## src/rtl/note_sequencer_pkg.sv

```systemverilog
// Shared sound definitions used by the note sequencer and the piezo tone generator.
// Contents:
//   - melody ids
//   - note-id and note-index widths
//   - sequencer FSM state type
//   - helper that tells whether a request id is playable
package note_sequencer_pkg;

  localparam int unsigned NOTE_ID_W        = 4;
  localparam int unsigned NOTE_IDX_W       = 3;
  localparam int unsigned NOTES_PER_MELODY = 4;

  typedef logic [NOTE_ID_W-1:0]  note_id_t;
  typedef logic [NOTE_IDX_W-1:0] note_idx_t;

  localparam note_id_t NOTE_IDLE  = 4'd0;
  localparam note_id_t NOTE_100W  = 4'd1;
  localparam note_id_t NOTE_500W  = 4'd2;
  localparam note_id_t NOTE_1000W = 4'd3;
  localparam note_id_t NOTE_PROD1 = 4'd4;
  localparam note_id_t NOTE_BUY1  = 4'd8;
  localparam note_id_t NOTE_WARN  = 4'd12;

  typedef enum logic {StIdle, StPlay} seq_state_e;

  // Ids 0 and 13..15 name no melody and are ignored.
  function automatic logic is_valid_id(note_id_t id);
    return (id >= NOTE_100W) && (id <= NOTE_WARN);
  endfunction

endpackage

```

## src/rtl/note_sequencer_if.sv

```systemverilog
// Sound request / note stream bundle between the control FSM and the note sequencer.
// master: control side, drives req/req_note and observes the note stream.
// slave:  sequencer side.
//   req          one-cycle sound request strobe
//   req_note     melody id for req
//   note_state   melody id being played, 0 = silent
//   note_played  note index 1..4, 0 = silent
//   busy         melody playing
//   done         one-cycle pulse when a melody completes
interface note_sequencer_if;
  import note_sequencer_pkg::*;

  logic      req;
  note_id_t  req_note;
  note_id_t  note_state;
  note_idx_t note_played;
  logic      busy;
  logic      done;

  modport master (
    output req, req_note,
    input  note_state, note_played, busy, done
  );

  modport slave (
    input  req, req_note,
    output note_state, note_played, busy, done
  );

endinterface

```

## src/rtl/note_sequencer_timer.sv

```systemverilog
// Per-note duration counter.
//   clk, rst  clock, asynchronous active-high reset
//   clear     synchronous restart of the count at 0
//   en        count while a melody plays
//   last      high on the final cycle of a note (count == NOTE_LEN-1)
// The counter wraps to 0 on its own after the last cycle.
module note_sequencer_timer #(
  parameter int unsigned NOTE_LEN = 250000,
  parameter int unsigned CNT_W    = 18
) (
  input  logic clk,
  input  logic rst,
  input  logic clear,
  input  logic en,
  output logic last
);

  localparam logic [CNT_W-1:0] LastVal = CNT_W'(NOTE_LEN - 1);

  logic [CNT_W-1:0] cnt_q, cnt_d;

  assign last = en && (cnt_q == LastVal);

  always_comb begin
    cnt_d = cnt_q;
    if (clear || last) begin
      cnt_d = '0;
    end else if (en) begin
      cnt_d = cnt_q + 1'b1;
    end
  end

  always_ff @(posedge clk or posedge rst) begin
    if (rst) begin
      cnt_q <= '0;
    end else begin
      cnt_q <= cnt_d;
    end
  end

endmodule

```

## src/rtl/note_sequencer.sv

```systemverilog
// Note sequencer: turns one-cycle sound requests into the note_state / note_played stream
// for the piezo tone generator. Each melody is 4 notes of NOTE_LEN cycles. One follow-up
// request is queued (latest wins); the warning melody preempts anything.
//   clk, rst  clock, asynchronous active-high reset
//   bus       note_sequencer_if.slave (req/req_note in; note_state/note_played/busy/done out)
module note_sequencer
  import note_sequencer_pkg::*;
#(
  parameter int unsigned NOTE_LEN = 250000,
  parameter int unsigned CNT_W    = 18
) (
  input  logic             clk,
  input  logic             rst,
  note_sequencer_if.slave  bus
);

  seq_state_e state_q, state_d;
  note_id_t   id_q, id_d;
  note_idx_t  idx_q, idx_d;
  note_id_t   pend_id_q, pend_id_d;
  logic       pend_v_q, pend_v_d;
  logic       done_q, done_d;

  logic clear, last, req_ok, req_warn, mel_end;

  assign req_ok   = bus.req && is_valid_id(bus.req_note);
  assign req_warn = req_ok && (bus.req_note == NOTE_WARN);
  assign mel_end  = last && (idx_q == note_idx_t'(NOTES_PER_MELODY));

  note_sequencer_timer #(
    .NOTE_LEN (NOTE_LEN),
    .CNT_W    (CNT_W)
  ) u_timer (
    .clk   (clk),
    .rst   (rst),
    .clear (clear),
    .en    (state_q == StPlay),
    .last  (last)
  );

  always_comb begin
    state_d   = state_q;
    id_d      = id_q;
    idx_d     = idx_q;
    pend_id_d = pend_id_q;
    pend_v_d  = pend_v_q;
    done_d    = 1'b0;
    clear     = 1'b0;
    unique case (state_q)
      StIdle: begin
        if (req_ok) begin
          state_d = StPlay;
          id_d    = bus.req_note;
          idx_d   = note_idx_t'(1);
          clear   = 1'b1;
        end
      end
      StPlay: begin
        // A melody finishing in the same cycle as a warn request still counts as completed.
        done_d = mel_end;
        if (req_warn) begin
          id_d     = NOTE_WARN;
          idx_d    = note_idx_t'(1);
          clear    = 1'b1;
          pend_v_d = 1'b0;
        end else if (mel_end) begin
          pend_v_d = 1'b0;
          if (req_ok) begin
            // A request arriving with the end replaces any pending one.
            id_d  = bus.req_note;
            idx_d = note_idx_t'(1);
          end else if (pend_v_q) begin
            id_d  = pend_id_q;
            idx_d = note_idx_t'(1);
          end else begin
            state_d = StIdle;
            id_d    = NOTE_IDLE;
            idx_d   = '0;
          end
        end else begin
          if (last) begin
            idx_d = idx_q + 1'b1;
          end
          if (req_ok) begin
            pend_v_d  = 1'b1;
            pend_id_d = bus.req_note;
          end
        end
      end
      default: state_d = StIdle;
    endcase
  end

  always_ff @(posedge clk or posedge rst) begin
    if (rst) begin
      state_q   <= StIdle;
      id_q      <= NOTE_IDLE;
      idx_q     <= '0;
      pend_id_q <= NOTE_IDLE;
      pend_v_q  <= 1'b0;
      done_q    <= 1'b0;
    end else begin
      state_q   <= state_d;
      id_q      <= id_d;
      idx_q     <= idx_d;
      pend_id_q <= pend_id_d;
      pend_v_q  <= pend_v_d;
      done_q    <= done_d;
    end
  end

  assign bus.note_state  = id_q;
  assign bus.note_played = idx_q;
  assign bus.busy        = (idx_q != '0);
  assign bus.done        = done_q;

endmodule

```

## src/flat_wrapper.sv

```systemverilog
// flat-port wrapper written by rule: the top's interface ports become plain ports
module note_sequencer_flat import note_sequencer_pkg::*;
#(
  parameter int unsigned NOTE_LEN = 250000,
  parameter int unsigned CNT_W    = 18
)
  (clk, rst, bus_req, bus_req_note, bus_note_state, bus_note_played, bus_busy, bus_done);
  note_sequencer_if bus_i ();
  input  logic clk;
  input  logic rst;
  input wire logic [$bits(bus_i.req)-1:0] bus_req;
  input wire logic [$bits(bus_i.req_note)-1:0] bus_req_note;
  output wire logic [$bits(bus_i.note_state)-1:0] bus_note_state;
  output wire logic [$bits(bus_i.note_played)-1:0] bus_note_played;
  output wire logic [$bits(bus_i.busy)-1:0] bus_busy;
  output wire logic [$bits(bus_i.done)-1:0] bus_done;
  assign bus_i.req = bus_req;
  assign bus_i.req_note = bus_req_note;
  assign bus_note_state = bus_i.note_state;
  assign bus_note_played = bus_i.note_played;
  assign bus_busy = bus_i.busy;
  assign bus_done = bus_i.done;
  note_sequencer #(.NOTE_LEN(NOTE_LEN), .CNT_W(CNT_W)) u_core (.clk(clk), .rst(rst), .bus(bus_i));
endmodule
```

## config.mk

```make
export PLATFORM = sky130hd
export DESIGN_NAME = note_sequencer_flat
export DESIGN_NICKNAME = d
export VERILOG_FILES = /design/src/rtl/note_sequencer_pkg.sv /design/src/rtl/note_sequencer_if.sv /design/src/rtl/note_sequencer_timer.sv /design/src/rtl/note_sequencer.sv /design/src/flat_wrapper.sv
export SDC_FILE = /design/constraint.sdc
export NUM_CORES = 1
export LEC_CHECK = 0
export ABC_AREA = 1
export CAP_MARGIN = 0
export CELL_PAD_IN_SITES_DETAIL_PLACEMENT = 0
export CELL_PAD_IN_SITES_GLOBAL_PLACEMENT = 1
export CORE_UTILIZATION = 30
export CTS_BUF_LIST = sky130_fd_sc_hd__clkbuf_16
export CTS_CLUSTER_DIAMETER = 40
export DETAILED_ROUTE_END_ITERATION = 8
export GPL_TIMING_DRIVEN = 0
export PLACE_DENSITY_LB_ADDON = 0.1
export REMOVE_ABC_BUFFERS = 1
export SETUP_SLACK_MARGIN = 0.1
export SLEW_MARGIN = 20
export SYNTH_ARGS = -nofsm -noshare
export SYNTH_HDL_FRONTEND = slang
export SYNTH_SLANG_ARGS = --single-unit
```

## constraint.sdc

```tcl
create_clock -name clk -period 2.8 [get_ports clk]
set_input_delay 0.42 -clock clk [delete_from_list [all_inputs] [get_ports clk]]
set_output_delay 0.42 -clock clk [all_outputs]
set_load 0.005 [all_outputs]
```

==> impl_results.rst <==
.. list-table::
   :header-rows: 1

   * - Metric
     - Value
   * - Status
     - finished clean
   * - Clock edge transition at the registers on the reported setup and hold paths
     - 0.05 ns
   * - Most area-consuming cells after synthesis
     - sky130_fd_sc_hd__dfrtp_1 43%, sky130_fd_sc_hd__nand2_1 10%, sky130_fd_sc_hd__inv_1 6.0%
   * - CP bufs+invs
     - 2
   * - Clock tree sinks
     - 32
   * - Die outline width
     - 81.0 um
   * - Area of the die
     - 6550 um^2
   * - Critical path endpoint category
     - output port
   * - Core area
     - 5960 um^2
   * - Launch point of the worst path
     - u_core.bus.note_played[0]
   * - Sum of overflow across all layers after global routing
     - 0
   * - I/O Buffers
     - 15
   * - Final setup violation count
     - 0
   * - Clk_skew
     - 0.00335 ns
   * - Setup TNS
     - 0 ns
   * - Cell count after synthesis
     - 233
   * - Number of max-cap violations
     - 0
   * - Power density over the cells
     - 638 nW/um^2
   * - Crit path max-delay family
     - buffers and inverters
   * - Iteration-0 DRC Markers
     - 65
   * - Total iterations of the first detailed-routing run
     - 4
   * - Gates resized, CTS repair
     - 0
   * - Buffer type at the clock tree root
     - sky130_fd_sc_hd__clkbuf_16
   * - Crit-path slowest cell
     - sky130_fd_sc_hd__clkdlybuf4s50_1
   * - TritonCTS buffer count
     - 5
   * - Area growth, synth to finish
     - 18.7%
   * - Highest net fanout along the worst path
     - 5
   * - Category of the worst setup path launch point
     - register
   * - GR Util All Layers
     - 14.6%
   * - Tightest Pin Transition
     - 0.699 ns
   * - Flop and latch count out of synthesis
     - 32
   * - Max-Slew Margin vs Limit
     - 53.4%
   * - Synthesized cell area
     - 1870 um^2
   * - Top-area cell type share of the netlist area
     - 42.8%
   * - Fin crit period
     - 1.91 ns
   * - Maximum operating frequency
     - 523 MHz
   * - Maximum resistive drop on vdd
     - 247 uV
   * - Synth unique cells
     - 29
   * - Yosys warns
     - 0
   * - Global placement routability congestion
     - 0.738
   * - DRC Markers
     - 0
   * - Number of primary I/O pins
     - 16
   * - Global-route wire length before repair
     - 7070 um
   * - Die Y
     - 81.0 um
   * - Area leader, netlist
     - sky130_fd_sc_hd__dfrtp_1
   * - Antenna Diode Count
     - 0
   * - Kind of path behind the tightest hold check
     - register to register
   * - Total placed cells including tap cells
     - 320
   * - Most frequent cells in the layout
     - 52 x sky130_fd_sc_hd__nand2_1, 32 x sky130_fd_sc_hd__dfrtp_1, 31 x sky130_fd_sc_hd__inv_1
   * - Number of global-route vias before repair
     - 1,515
   * - Min-delay src
     - u_core.pend_id_q[0]
   * - Initial antenna violation count
     - 0
   * - Register area share after synthesis
     - 42.8%
   * - Startpoint of the worst-slack reg-to-reg timing path
     - u_core.state_q
   * - Worst path cell trace
     - inv_1 -> ha_1 -> nand2_1 -> clkdlybuf4s50_1
   * - Final Net Count
     - 262
   * - Mean area per synthesized cell
     - 8.03 um^2
   * - Area of the multi-input gates
     - 908 um^2
   * - Ratio of cells with drive above 1 in the final layout
     - 12.6%
   * - Data arrival time of the worst path
     - 1.49 ns
   * - Critical path's largest stage delay
     - 0.49 ns
   * - Clock tree from TritonCTS
     - built
   * - Overall via count from detail_route
     - 1,514
   * - Worst Path Class, Setup
     - register to output port
   * - Unrepaired setup endpoints after global routing
     - false
   * - Number of hold buffers added after CTS
     - 0
   * - Number of filler cells placed in the layout
     - 643
   * - Most common cell after layout, fill and taps aside
     - sky130_fd_sc_hd__nand2_1
   * - Detail-routed via count per cell
     - 4.62
   * - Number of rows in the core area
     - 28
   * - Average detailed-routed wire length per instance
     - 12.6 um
   * - Number of levels in the clock H-tree
     - 2
   * - Required time of the critical path
     - 2.38 ns
   * - Longest Clk Path Bufs
     - 2
   * - Drt total wl
     - 4130 um
   * - Ratio of final minimum period to clock period
     - 68.3%
   * - Number of nets with antenna violations after routing
     - 0
   * - Post-Route Utilization
     - 37.3%
   * - Reg-to-reg setup timing slack
     - 1.14 ns
   * - Leakage
     - 1.11 nW
   * - Post-DP HPWL
     - 3020 um
   * - Total count of max-transition violations in the final report
     - 0
   * - Final number of hold-violating endpoints
     - 0
   * - Non-filler cells, final
     - 328
   * - Largest net degree at the start of global routing
     - 33
   * - Worst hold margin
     - 0.489 ns
   * - Post-CTS setup-driven buffer insertion count
     - 0
   * - Effective utilization at floorplan
     - 31.4%
   * - Latest clock arrival within the worst-skew pair
     - 0.28 ns
   * - Sequential Area
     - 801 um^2
[power breakdown]
group | leakage, nW | internal, mW | switching, mW
Combinational | 0.626 | 0.133 | 0.159
Clock | 0.0738 | 0.319 | 0.190
Sequential | 0.410 | 0.536 | 0.0793
[final cells by class]
class / instances / area share, %
clock buffer: 5 / 5.63
multi-input combinational: 163 / 40.9
sequential: 32 / 36.1
tap: 75 / 4.23
clock inverter: 3 / 0.507
timing repair buffer: 15 / 6.76
inverter: 35 / 5.92
[cell families (layout without fill, tap and decap cells)]
| logic type | count (synthesis) | in the layout | share of synthesized area [%] |
|---|---|---|---|
| AND/OR/NAND/NOR | 133 | 133 | 37.8 |
| buffers and inverters | 38 | 58 | 8.63 |
| flip-flops | 32 | 32 | 42.8 |
| AO/OA/AOI/OAI | 20 | 20 | 5.48 |
| XOR/XNOR | 7 | 7 | 3.28 |
| adder cells (fa/ha/maj) | 3 | 3 | 2.01 |
[path summary, 6_finish.rpt]
| path | to | cells past startpoint |
|---|---|---|
| min in group asynchronous | u_core.bus.done | 2 |
| max in group asynchronous | u_core.u_timer.cnt_q[1] | 2 |
| max | bus_busy | 4 |
| max reg2reg | u_core.u_timer.cnt_q[16] | 6 |
| min | u_core.pend_id_q[0] | 2 |
| min reg2reg | u_core.pend_id_q[0] | 2 |
[cell usage after synthesis, drive strengths merged]
library cell  number
a31oi              2
nand4              8
xor2               5
nand3b             1
nor3               8
a21oi              5
nor3b              6
o21ai             13
xnor2              2
dfrtp             32
nor2              32
buf                3
nand2             57
clkinv             1
ha                 3
inv               34
nand3             21
[layer usage]
| layer | vias up | global-route usage (%) | routed length, um |
|---|---|---|---|
| li1 | 786 | - | - |
| met1 | 700 | 17.4 | 1890 |
| met2 | 21 | 25.4 | 2040 |
| met4 | 0 | 5.36 | 65 |
| met5 | - | 0 | 0 |
| met3 | 7 | 3.60 | 130 |
[metrics by stage]
step,power [mW],setup WS [ns],area [um^2]
after floorplan,0.818,1.39,1840
after global placement,0.922,0.640,2080
after detailed placement,0.922,0.649,2080
after CTS,1.44,0.869,2220
after global routing,1.51,0.800,2220
final,1.42,0.886,2220
[sequential cells by signal, summed over array words and instances (netlist names)]
register and count:
u_core.state_q 1, u_core.bus.done 1, u_core.bus.note_state 4, u_core.pend_v_q 1
u_core.pend_id_q 4, u_core.u_timer.cnt_q 18, u_core.bus.note_played 3
[tightest hold or removal path: stages (launching register included)]
cell                      delay (ns)
sky130_fd_sc_hd__dfrtp_1        0.34
sky130_fd_sc_hd__nand2_1        0.05
sky130_fd_sc_hd__o21ai_0        0.06
Power figures use the tool's default switching activity.
==> variant 1 (config.mk and constraints unchanged) <==
One comparison of `idx_q` changes from == to >=.
--- a/src/rtl/note_sequencer.sv
+++ b/src/rtl/note_sequencer.sv
@@ -26,5 +26,5 @@
   assign req_ok   = bus.req && is_valid_id(bus.req_note);
   assign req_warn = req_ok && (bus.req_note == NOTE_WARN);
-  assign mel_end  = last && (idx_q == note_idx_t'(NOTES_PER_MELODY));
+  assign mel_end  = last && (idx_q >= note_idx_t'(NOTES_PER_MELODY));
 
   note_sequencer_timer #(
Behaviour: same outputs for any inputs over 10 cycles, from zero or initial values and one cycle with rst high; that may be too few to reach the edited logic, so the function may still have changed.
==> variant 1 against the original RTL <==
  * Power grew 8.7%
  * Non-clock buffer count is the same
  * Critical path depth grew 3
  * Die area grew 0.72%
  * Via count grew 4.0%
  * Count of clock-buffer cells in the layout is the same
  * Largest power group unchanged
  * Sequential cell count is the same
  * Routed wire length grew 2.5%
  * Register-to-register slack lost 0.37 ns
  * Cell area grew 2.1%
  * Synthesized area grew 0.74%
  * Cell count grew 4.9%
  * Worst setup slack lost 0.12 ns
==> variant 1: results (changes against the original RTL) <==
Status = complete, no violations
Largest delay share family, worst path = flip-flops
Finished layout cell area = 2270 sq um (+2.1%)
Final hold slack = 0.488 ns (-0.000645 ns)
Share of layout cells above drive strength 1 = 0.126 (about the same)
Met2 WL post-DR = 1760 microns (-14%)
Initial DRC count = 105 (+62%)
Largest cells by area after synthesis = dfrtp_1, nand2_1, nor2_1, inv_1, nand3_1
Hold depth = 2 (unchanged)
Post-DP HPWL = 3110 microns (+3.0%)
Slowest cell on crit path = dfrtp_1
Clock Power Share = 0.395 (+0.036)
Post-Syn Instances = 249 (+6.9%)
Final RePlAce weighted congestion = 0.713 (-3.4%)
Post-synth top cells = nand2_1, nor2_1, dfrtp_1, inv_1, nand3_1
Worst EP arrival = 2.19 ns (+0.70 ns)
RR Endpoint = u_core.u_timer.cnt_q[0]
Placed cell count = 336 (+5.0%)
Switching Fraction = 0.292 (-0.0109)
Reg power frac = 0.410 (-0.024)
Met2 usage = 0.218 (-0.0353)
Root Buffer Master = clkbuf_16
GRT met1 Usage = 0.223 (+0.0493)
Tot Pwr = 0.00154 W (+8.7%)
Clock skew = 0.00678 ns (+0.00343 ns)
DR vias/cell = 4.58 (-0.81%)
Flop2flop setup slack = 0.77 ns (-0.37 ns)
Total global-route track usage = 0.150 (+0.00363)
Tmin final = 2.03 ns (+0.119 ns)
Hold_sp = u_core.pend_id_q[3]
Number of diodes = 0 (unchanged)
Leak Pwr = 1.10 nW (-0.78%)
Library cells used by synthesis = 28 (-3.4%)
Seq/Total Area, Yosys = 0.425 (-0.00313)
Pre-CTS setup slack = 0.504 ns (-0.145 ns)
Dpl cell area = 2100 sq um (+0.96%)
Kind of critical path = reg2reg
Routed wire per std cell = 12.3 microns (-2.2%)
Fillers = 612 (-4.8%)
Reg clk slew, reported paths = 0.06 ns
Met3 WL post-DR = 102 microns (-22%)
CP max FO = 16 (+11)
M1 WL = 2350 microns (+24%)
VDD IR max = 0.252 mV (+2.2%)
R2r worst-path depth = 7 (+1)
M3 GR Usage = 0.0337 (-0.00225)
Via count of the first global-routing pass = 1505 (-0.66%)
Biggest cell delay along the critical path = 0.73 ns (+0.24 ns)
Antenna violations before repair = 0 (unchanged)
First-pass GRT wire length = 7440 microns (+5.2%)
Hold worst-path end = u_core.pend_id_q[3]
Largest net degree at the start of global routing = 33 (unchanged)
Layout Nets = 278 (+6.1%)
Max transition margin = 0.537 (+0.00353)
Vias = 1575 (+4.0%)
==> variant 1: changes by cell type in the layout (fill, tap and decap cells not counted), moves of 2 or more <==
cell,change
xor2_1,-2
nand4_1,+2
nor3_2,+4
nand3_4,-2
nor2_2,+2
clkinv_1,-2
nor3b_1,-2
nor3_4,-2
nor2_1,+11
nand2_1,+11
a31oi_1,-2
nor3_1,-4
xnor2_1,-2
==> variant 1: cell families (layout without fill, tap and decap cells) <==
group                    Yosys count  after routing  synth area share
XOR/XNOR                           3              3            0.0139
adder cells (fa/ha/maj)            3              3            0.0199
buffers and inverters             37             57            0.0803
AND/OR/NAND/NOR                  154            154             0.404
AO/OA/AOI/OAI                     20             20            0.0564
flip-flops                        32             32             0.425
==> variant 1: final cells by class <==
cell class	instances	area share
multi-input cells	180	0.411
flip-flops and latches	32	0.353
repair buffers	15	0.0662
inverters	34	0.0563
clock buffers	5	0.0552
well taps	75	0.0414
clock inverters	3	0.0171
==> variant 2 (same settings) <==
Made on the original files. `CNT_W` is set to 18 in 3 places; all go to 14.
--- a/src/rtl/note_sequencer_timer.sv
+++ b/src/rtl/note_sequencer_timer.sv
@@ -7,5 +7,5 @@
 module note_sequencer_timer #(
   parameter int unsigned NOTE_LEN = 250000,
-  parameter int unsigned CNT_W    = 18
+  parameter int unsigned CNT_W    = 14
 ) (
   input  logic clk,
--- a/src/rtl/note_sequencer.sv
+++ b/src/rtl/note_sequencer.sv
@@ -8,5 +8,5 @@
 #(
   parameter int unsigned NOTE_LEN = 250000,
-  parameter int unsigned CNT_W    = 18
+  parameter int unsigned CNT_W    = 14
 ) (
   input  logic             clk,
--- a/src/flat_wrapper.sv
+++ b/src/flat_wrapper.sv
@@ -3,5 +3,5 @@
 #(
   parameter int unsigned NOTE_LEN = 250000,
-  parameter int unsigned CNT_W    = 18
+  parameter int unsigned CNT_W    = 14
 )
   (clk, rst, bus_req, bus_req_note, bus_note_state, bus_note_played, bus_busy, bus_done);
Check against the original RTL: no difference found for any inputs over 10 cycles, from zero or initial values and one cycle with rst high; that may be too few to reach the edited logic, so the function may still have changed.
==> variant 2 against the original RTL <==
  * Synthesized area is 12% lower
  * Sequential cell count shrank 4
  * Sequential power shrank 14%
  * First-iteration DRC count fell by 45%
  * Cell area shrank 12%
  * Critical path depth did not move
  * Cell count shrank 10%
  * Maximum frequency is 1.1% lower
  * Worst setup slack worse by 0.021 ns
  * Routed wire length decreased by 19%
  * Power decreased by 19%
  * Count of clock-buffer cells in the layout decreased by 2
  * Highest routed layer unchanged
==> variant 2: results (changes against the original RTL) <==
CP max FO = 5 (unchanged)
Initial DRC count = 36 (-45%)
Vias = 1294 (-15%)
Largest net degree at the start of global routing = 29 (-12%)
Clock skew = 0.00280 ns (-0.000553 ns)
Status = complete, no violations
Register bank with the most flops = u_core.u_timer.cnt_q
H-tree depth = 1 (-1)
Internal = 0.000797 W (-19%)
Seq/Total Area, Yosys = 0.424 (-0.00385)
CTS buffer count = 3 (-2)
Total global-route track usage = 0.130 (-0.0166)
VDD IR max = 0.260 mV (+5.3%)
Share of layout cells above drive strength 1 = 0.164 (+0.0380)
Placed cell count = 291 (-9.1%)
Max transition margin = 0.593 (+0.0598)
Leak Pwr = 0.984 nW (-11%)
Library cells used by synthesis = 26 (-10%)
Flop2flop setup slack = 1.19 ns (+0.05 ns)
DR vias/cell = 4.39 (-5.0%)
First-pass GRT wire length = 5960 microns (-16%)
Post-DP HPWL = 2600 microns (-14%)
Hold worst-path end = u_core.pend_id_q[3]
Post-synth top cells = nand2_1, dfrtp_1, inv_1, nor2_1, nand3_1
R2r worst-path depth = 7 (+1)
Hold_sp = u_core.pend_id_q[3]
Worst EP arrival = 1.51 ns (+0.02 ns)
CTS Buffer Depth = 2 (unchanged)
Reg clk slew, reported paths = 0.07 ns (+0.02 ns)
Largest register FFs = 14 (-4)
Worst skew pair latency = 0.26 ns (-0.02 ns)
Largest cells by area after synthesis = dfrtp_1, nand2_1, inv_1, nor2_1, nand3_4
Layout Nets = 236 (-9.9%)
RR Endpoint = u_core.bus.note_played[2]
Final RePlAce weighted congestion = 0.720 (-2.5%)
Post-Syn Instances = 208 (-11%)
DRT Wirelength = 3350 microns (-19%)
## variant 2: cell count changes in the layout (fill, tap and decap cells not counted), sizes merged, moves of 2 or more
cell and delta:
nand3 -6, nand2 +17, nand4 -7, nor3 -3, dfrtp -4, clkbuf -2
xor2 -3, nor3b -3, inv -6, o21ai -8
## variant 2: logic make-up after synthesis
kind of cell             Yosys count  share of synthesized area
AND/OR/NAND/NOR                  129                      0.408
buffers and inverters             32                     0.0848
flip-flops                        28                      0.424
AO/OA/AOI/OAI                     12                     0.0386
XOR/XNOR                           4                     0.0212
adder cells (fa/ha/maj)            3                     0.0227
## variant 2: through the flow
stage	hold WS, ns	worst slack [ns]	total power (W)	area (sq um)
after CTS	0.476	0.854	0.00117	1950
after detailed placement	0.459	0.815	0.000829	1870
after global routing	0.526	0.806	0.00123	1950
after global placement	0.457	0.846	0.000818	1870
final	0.471	0.865	0.00115	1950
after floorplan	0.442	1.39	0.000731	1630
## variant 2: worst max path at each step
| stage | cells past startpoint | start | slack [ns] | end |
|---|---|---|---|---|
| detailed placement | 10 | bus_req_note[1] | 0.81 | u_core.pend_id_q[0] |
| floorplan | 8 | u_core.u_timer.cnt_q[0] | 1.39 | u_core.bus.note_played[2] |
| finish | 4 | u_core.bus.note_played[0] | 0.87 | bus_busy |
| global placement | 9 | bus_req_note[1] | 0.85 | u_core.bus.note_played[2] |
| CTS | 4 | u_core.bus.note_played[0] | 0.85 | bus_busy |
| global route | 4 | u_core.bus.note_played[0] | 0.81 | bus_busy |
## variant 2: layout make-up
cell class / instances / area, sq um
timing repair buffer: 15 / 150
tap: 70 / 87.6
clock buffer: 3 / 75.1
clock inverter: 1 / 3.75
fill: 566 / 3260
inverter: 30 / 118
multi-input combinational: 148 / 811
sequential: 28 / 701
## variant 2: metal layers
layer	part of all wire	track usage	vias to the layer above
met3	0.022	0.0180	5
met4	0.015	0.0462	0
li1	-	-	675
met5	0	0	-
met1	0.45	0.153	599
met2	0.51	0.239	15
## variant 2: critical path, cell delays in order, from the launching register on
cell             delay, ns
dfrtp_1               0.43
inv_1                 0.06
ha_1                  0.21
nand2_1               0.06
clkdlybuf4s50_1       0.49
## variant 2: power groups by stage
stage               logic (W)  clock network [W]  registers [W]
floorplan            0.000203                  0       0.000528
global placement     0.000282                  0       0.000536
detailed placement   0.000291                  0       0.000538
CTS                  0.000292           0.000342       0.000532
global route         0.000324           0.000364       0.000546
finish               0.000285           0.000330       0.000531
